File: config.mk
export PLATFORM = sky130hd
export DESIGN_NAME = proc_mem_arbiter
export DESIGN_NICKNAME = d
export VERILOG_FILES = /design/src/rtl/proc_mem_pkg.sv /design/src/rtl/proc_mem_arbiter_rr_arb2.sv /design/src/rtl/proc_mem_arbiter.sv
export SDC_FILE = /design/constraint.sdc
export NUM_CORES = 1
export LEC_CHECK = 0
export CORE_AREA = 2 2 208 210
export CTS_BUF_LIST = sky130_fd_sc_hd__clkbuf_4
export CTS_CLUSTER_SIZE = 20
export DETAILED_ROUTE_END_ITERATION = 10
export DIE_AREA = 0 0 210 212
export SYNTH_ARGS = -nofsm -noshare
export SYNTH_HDL_FRONTEND = slang
export SYNTH_SLANG_ARGS = --single-unit
File: constraint.sdc
create_clock -name clk -period 2.5 [get_ports clk]
set_clock_uncertainty 0.2 [all_clocks]
set_input_delay 0.375 -clock clk [delete_from_list [all_inputs] [get_ports clk]]
set_output_delay 0.375 -clock clk [all_outputs]
set_load 0.05 [all_outputs]
File: src/rtl/proc_mem_pkg.sv
// proc_mem_pkg: shared types and constants for the processor memory arbiter
package proc_mem_pkg;
  typedef enum logic {ARB_IDLE, ARB_WAIT} arb_state_t;
  typedef enum logic {OWN_IF, OWN_D} owner_t;
  localparam int PM_DATA_W = 64;
  localparam int PM_BE_W = 8;
  localparam int PM_LAT_CNT_W = 3;
endpackage

File: src/rtl/proc_mem_arbiter_rr_arb2.sv
// rr_arb2: two-way round-robin pick, one-hot grant (bit 0 = fetch, bit 1 = load/store)
module rr_arb2
  import proc_mem_pkg::*;
(
  input  logic       req_if,
  input  logic       req_d,
  input  owner_t     last_gnt,
  output logic [1:0] gnt
);
  always_comb gnt = (req_if && req_d) ? ((last_gnt == OWN_D) ? 2'b01 : 2'b10) : {req_d, req_if};
endmodule

File: src/rtl/proc_mem_arbiter.sv
// proc_mem_arbiter: shares one single-port memory between fetch and load/store ports
module proc_mem_arbiter
  import proc_mem_pkg::*;
#(
  parameter int ADDR_W  = 64,
  parameter int DATA_W  = PM_DATA_W,
  parameter int MEM_LAT = 1
) (
  input  logic                clk,
  input  logic                rst,
  input  logic                if_req_i,
  input  logic [ADDR_W-1:0]   if_addr_i,
  output logic                if_gnt_o,
  output logic                if_rvalid_o,
  output logic [DATA_W-1:0]   if_rdata_o,
  input  logic                d_req_i,
  input  logic                d_we_i,
  input  logic [ADDR_W-1:0]   d_addr_i,
  input  logic [DATA_W-1:0]   d_wdata_i,
  input  logic [DATA_W/8-1:0] d_be_i,
  output logic                d_gnt_o,
  output logic                d_rvalid_o,
  output logic [DATA_W-1:0]   d_rdata_o,
  output logic                mem_req_o,
  output logic                mem_we_o,
  output logic [ADDR_W-1:0]   mem_addr_o,
  output logic [DATA_W-1:0]   mem_wdata_o,
  output logic [DATA_W/8-1:0] mem_be_o,
  input  logic [DATA_W-1:0]   mem_rdata_i
);
  localparam logic [PM_LAT_CNT_W-1:0] LAT_INIT = PM_LAT_CNT_W'(MEM_LAT - 1);
  arb_state_t state, state_nx;
  owner_t owner, owner_nx, last_gnt, last_gnt_nx;
  logic [PM_LAT_CNT_W-1:0] lat_cnt, lat_cnt_nx;
  logic [1:0] pick;
  logic idle, win_if, win_d, rd, resp, store;
  rr_arb2 u_arb (.req_if(if_req_i), .req_d(d_req_i), .last_gnt(last_gnt), .gnt(pick));
  always_comb begin
    idle        = !rst && state == ARB_IDLE;
    win_if      = idle && pick[0];
    win_d       = idle && pick[1];
    store       = win_d && d_we_i;
    rd          = win_if || (win_d && !d_we_i);
    resp        = !rst && state == ARB_WAIT && lat_cnt == '0;
    if_gnt_o    = win_if;
    d_gnt_o     = win_d;
    mem_req_o   = win_if || win_d;
    mem_we_o    = store;
    mem_addr_o  = win_if ? if_addr_i : win_d ? d_addr_i : '0;
    mem_wdata_o = store ? d_wdata_i : '0;
    mem_be_o    = store ? d_be_i : rd ? '1 : '0;
    if_rvalid_o = resp && owner == OWN_IF;
    d_rvalid_o  = resp && owner == OWN_D;
    if_rdata_o  = if_rvalid_o ? mem_rdata_i : '0;
    d_rdata_o   = d_rvalid_o ? mem_rdata_i : '0;
    state_nx    = resp ? ARB_IDLE : rd ? ARB_WAIT : state;
    owner_nx    = rd ? (win_if ? OWN_IF : OWN_D) : owner;
    last_gnt_nx = win_if ? OWN_IF : win_d ? OWN_D : last_gnt;
    lat_cnt_nx  = rd ? LAT_INIT : (state == ARB_WAIT && lat_cnt != '0) ? lat_cnt - 1'b1 : lat_cnt;
  end
  always_ff @(posedge clk) begin
    if (rst) begin
      state    <= ARB_IDLE;
      lat_cnt  <= '0;
      last_gnt <= OWN_D;
      owner    <= OWN_IF;
    end else begin
      state    <= state_nx;
      lat_cnt  <= lat_cnt_nx;
      last_gnt <= last_gnt_nx;
      owner    <= owner_nx;
    end
  end
endmodule

=== Word-level counts from Yosys, hierarchy flattened ===
Cells that the tools add are included.
Widths: inputs -> output; s select.

* $add $sub $neg: 1
* Multiplexer cells: 12
* Bitwise logic cells: 2
* Reduce and logical (&&, ||, !) cells: 20

{| class="wikitable"
|+ Operator list
! operator !! count
|-
| $mux 64 || 5
|-
| $mux 8 || 2
|-
| $logic_and 1x1->1 || 11
|-
| $mux 2 || 2
|-
| $reduce_or 2->1 || 2
|-
| $logic_not 3->1 || 1
|-
| $mux 1 || 3
|-
| $reduce_bool 3->1 || 1
|-
| $sub 3x1->3 const B || 1
|-
| $logic_not 1->1 || 2
|-
| $logic_or 1x1->1 || 2
|-
| $not 1->1 || 2
|-
| $reduce_bool 2->1 || 1
|}

* Register bits: 6
* Input port bits: 269
* Output and inout bits: 270
* Word-level logic and storage cells: 39

=== Logic depth before layout (Yosys ltp) ===
* Depth in word-level cells: 7
* Gate-level depth with buffers: 7
* Mapped depth without buffers: 6

=== Modules after synthesis ===
A second synthesis with hierarchy kept.

* Cells, all modules: 352
* Area, all modules: 2,486.1 sq um

{| class="wikitable"
|+ Modules (own cells, without submodules)
! module !! instances !! cells each !! area an instance (sq um) !! seq. area each (sq um)
|-
| proc_mem_arbiter || 1 || 349 || 2,467.4 || 120.1
|-
| rr_arb2 || 1 || 3 || 18.8 || 0.0
|}

=== Worst setup path before layout ===
Ideal clock, no wire load.

* Path kind: input -> output
* Start point: input rst
* End point: output d_rdata_o[53]
* Arrival: 2.067 ns
* Data required time: 1.925 ns
* Setup slack: -0.142 ns
* Stages on the path: 5
* Path buffers: 2
* Cell sequence: buf_2 nand3b_1 nor3b_1 clkbuf_1 and2_1

* Cells in the longest elaborated chain, start to end: 5

{| class="wikitable"
|+ RTL lines
! item !! RTL line !! text
|-
| start, declared || proc_mem_arbiter.sv:10 || <nowiki>input logic rst,</nowiki>
|-
| $logic_not 1->1 || proc_mem_arbiter.sv:44 || <nowiki>resp = !rst && state == ARB_WAIT && lat_cnt == '0;</nowiki>
|-
| $logic_and 1x1->1 (2 in a row) || proc_mem_arbiter.sv:44 ||
|-
| $logic_and 1x1->1 || proc_mem_arbiter.sv:53 || <nowiki>d_rvalid_o = resp && owner == OWN_D;</nowiki>
|-
| via d_rvalid_o || proc_mem_arbiter.sv:22 || <nowiki>output logic d_rvalid_o,</nowiki>
|-
| $mux 64 || proc_mem_arbiter.sv:55 || <nowiki>d_rdata_o = d_rvalid_o ? mem_rdata_i : '0;</nowiki>
|-
| end, declared || proc_mem_arbiter.sv:23 || <nowiki>output logic [DATA_W-1:0] d_rdata_o,</nowiki>
|}

The timed path passes the listed nets, and every way through them passes these cells.

=== Worst setup path after layout ===
* Start point: register lat_cnt[0]
* End point: output if_rdata_o[10]

* Cells in the longest elaborated chain, start to end: 4

{| class="wikitable"
|+ RTL lines
! item !! RTL line !! text
|-
| start, declared || proc_mem_arbiter.sv:34 || <nowiki>logic [PM_LAT_CNT_W-1:0] lat_cnt, lat_cnt_nx;</nowiki>
|-
| start signal, assigned || proc_mem_arbiter.sv:69 || <nowiki>lat_cnt <= lat_cnt_nx;</nowiki>
|-
| $logic_not 3->1 || proc_mem_arbiter.sv:44 ||
|-
| $logic_and 1x1->1 || proc_mem_arbiter.sv:44 ||
|-
| $logic_and 1x1->1 || proc_mem_arbiter.sv:52 || <nowiki>if_rvalid_o = resp && owner == OWN_IF;</nowiki>
|-
| $mux 64 || proc_mem_arbiter.sv:54 || <nowiki>if_rdata_o = if_rvalid_o ? mem_rdata_i : '0;</nowiki>
|-
| end, declared || proc_mem_arbiter.sv:15 || <nowiki>output logic [DATA_W-1:0] if_rdata_o,</nowiki>
|}

No other way between the ends.

==> impl_results.md <==
- Yosys cell types: 27
- Final min period: between 2 and 2.5 ns
- Reg2reg setup slack: ~0.79 ns
- Peak VDD IR: around 0.15 mV
- Unrepaired setup endpoints after global routing: yes
- Clk_lat worst skew: 0.25 ns
- Fin nets: 1,198
- Worst slew pin tran: around 0.38 ns
- GRT Overall Usage: 11.6%
- Die Y: between 200 and 250 um
- Fillers: 4,263
- Setup tns final: 0 ns
- Total CTS buffers: 3
- Iter 0 DRT Violations: 191
- Detailed Place HPWL: between 20 and 25 mm
- Critical Path RT: around 1.9 ns
- Syn nets: 622
- WL per Instance: between 15 and 20 um
- Most frequent cell after synthesis: and2_1
- Synth async-reset ratio: 0%
- Area leader, netlist: and2_1
- Final period utilization: 99.7%
- Post-synth top cells: and2_1 (128), and3_1 (65), a22o_1 (64)
- # DRC: 0
- Crit path arrival time: approximately 1.9 ns
- CTS Buffer Depth: 2
- Final Max Tran Viols: 0
- Synth top area share: 32.8%
- Crit Path Max Fanout: 8
- Reg2reg end: lat_cnt[1]
- Final cell count without fillers: ~1,500
- Antenna violations before repair: 7
- Avg Vias per Cell: approximately 3.5
- Seq cells post-synth: 6
- Hold EP: last_gnt
- Gr busiest metal: met2
- Status: finished, final reports clean
- Drt pass-1 iters: 4
- CTS Sinks: 6
- Initial core utilization: 5.75%
- Ports: ~540
- Num rows: 76
- Routed Antenna Nets: 0
- Die ar.: ~0.045 mm2
- Hold path cells: 3
- Via count: between 5,000 and 6,000
- Met2 usage in global routing: just over 20%
- Post-Synthesis Cells: about 350
- Dpl ws: -0.540 ns
- Die X: approximately 210 um
- Clk root buf: clkbuf_4
- CP startpoint kind: flop
- Reg2Reg Depth: 7
- Met1 GRT Util: around 14%
- Top_reg_cell synth: dfxtp_1
- Met3 usage: under 10%
- Final hold viol count: 0
- Area of the multi-input gates: around 0.0028 mm2
- Area growth from synthesis to layout: 422%
- Maximum clock frequency: about 400 MHz
- First-pass GRT wire length: between 30 and 40 mm
- Placer Congestion: between 0.9 and 1
- Largest net degree at the start of global routing: 67
- # H-tree levels: 1
- Vias in the first global route: around 5,400
- Setup violators final: 0
- Pwr/cell area: slightly above 200 mW/mm2
- Crit. End Element: output pin
- Syn Std Cell Area: about 0.0024 mm2
- Grt ovf: 0
- Worst r2r src: lat_cnt[1]
- Leak pwr: 5.28 nW
- Syn avg cell area: around 7.0 um2
- Worst Slack Setup Final: 0.00661 ns
- Hold Crit Start: if_req_i
- CTS clk-pin slew, worst paths: 0.05 ns
- Share of layout cells above drive strength 1: between 50% and 60%
- Post-synth EDFFs: 0
- Crit Path Class: flop to output pin
- Cell Count Post-Placement: approximately 1,400
- Critical path origin: lat_cnt[0]
- Max-Cap Viols: 0
- Hold Path Class: primary input to flop
- Core area: 0.0425 mm2
- Slew margin rel.: between 70% and 80%
- FF/Latch Area: around 120 um2
- Port-buffer cells: 538
- Top cells by area, synth: and2_1 (33%), a22o_1 (23%), and3_1 (17%), dfxtp_1 (4.9%), buf_6 (4.6%)
- Sequential share of the synthesized area: 4.92%
- Yosys warning total: 0
- CTS tree: yes
- Total Wirelength: between 20 and 30 mm
cells by family (layout without fill, tap and decap cells):
| group | count (synthesis) | in the layout | share of synthesized area (%) |
|---|---|---|---|
| simple gates | 211 | 211 | 53.4 |
| other cells | 0 | 7 | 0 |
| buf+inv | 50 | 624 | 11.6 |
| xor+xnor | 1 | 1 | 0.359 |
| fa+ha+maj | 2 | 2 | 1.02 |
| flops | 6 | 6 | 4.92 |
| compound gates | 81 | 81 | 28.7 |
how the worst max path moves through the flow:
stage / to / slack, ns / cells past startpoint
6_report: if_rdata_o[10] / 0.007 / 9
5_1_grt: if_rdata_o[4] / -0.11 / 9
4_1_cts: d_rdata_o[60] / -0.04 / 9
3_5_place_dp: mem_addr_o[59] / -0.54 / 7
3_3_place_gp: mem_addr_o[58] / -0.58 / 7
2_1_floorplan: d_rdata_o[53] / 0.12 / 5
cells in the final DEF (no fill, tap or decap), types with 2 or more instances in the layout:
master,count
buf_12,279
clkdlybuf4s50_1,265
and2_4,128
and3_1,41
buf_4,35
a22o_4,33
a22o_1,31
and3_4,24
buf_6,20
o21a_1,8
diode_2,7
buf_16,5
inv_2,4
a21oi_1,4
nor3_1,4
buf_8,4
dfxtp_1,4
nor2_1,3
nand2_1,3
clkbuf_4,3
clkbuf_16,3
nor3_4,2
nand2b_1,2
inv_1,2
buf_2,2
dfxtp_2,2
registers in the layout (all words and copies together), names as in the netlist:
name	count
state	1
last_gnt	1
lat_cnt	3
owner	1
where the power goes:
part / leakage (nW) / switching [mW] / total, mW / internal, mW
Combinational: 5.21 / 1.11 / 2.39 / 1.28
Sequential: 0.0489 / 0.00829 / 0.109 / 0.101
Clock: 0.0138 / 0.0401 / 0.0947 / 0.0546
Total: 5.28 / 1.16 / 2.59 / 1.43
metrics by stage:
step	util [%]	power (mW)	hold slack, ns	cell area, um2
floorplan	-	0.933	0.279	2450
global placement	26.7	2.23	0.298	11300
detailed placement	26.7	2.24	0.343	11300
CTS	28.8	2.51	0.305	12200
global route	30.0	2.68	0.312	12700
finish	30.0	2.59	0.307	12700
worst max-delay path, stage by stage (launching register included):
cell and delay, ns:
dfxtp_1 0.30, inv_2 0.07, ha_4 0.13, nand3b_1 0.13, buf_4 0.18, nor3_4 0.19
buf_6 0.18, clkbuf_16 0.18, and2_4 0.16, buf_12 0.13
repair_timing:
item | in CTS | in global routing
setup buffers | 21 | 5
gates resized for setup | 101 | 149
setup endpoints to repair | 227 | 183
cloned | 6 | 7
hold buffers | 0 | 0
pin swaps | 7 | 42
cell type report:
cell class / instances / area share [%]
inverter: 6 / 0.177
sequential: 6 / 0.962
clock buffer: 3 / 0.177
multi-input combinational: 295 / 22.1
antenna: 7 / 0.137
timing repair buffer: 615 / 71.1
tap: 546 / 5.36
layer usage:
metal	vias up	routed length [um]	share of wire (%)
li1	2422	-	-
met1	2436	12000	42
met2	242	14600	51
met3	17	1800	6.3
met4	0	323	1.1
met5	-	0	0
No activity file was read; power rests on OpenSTA's default activity.
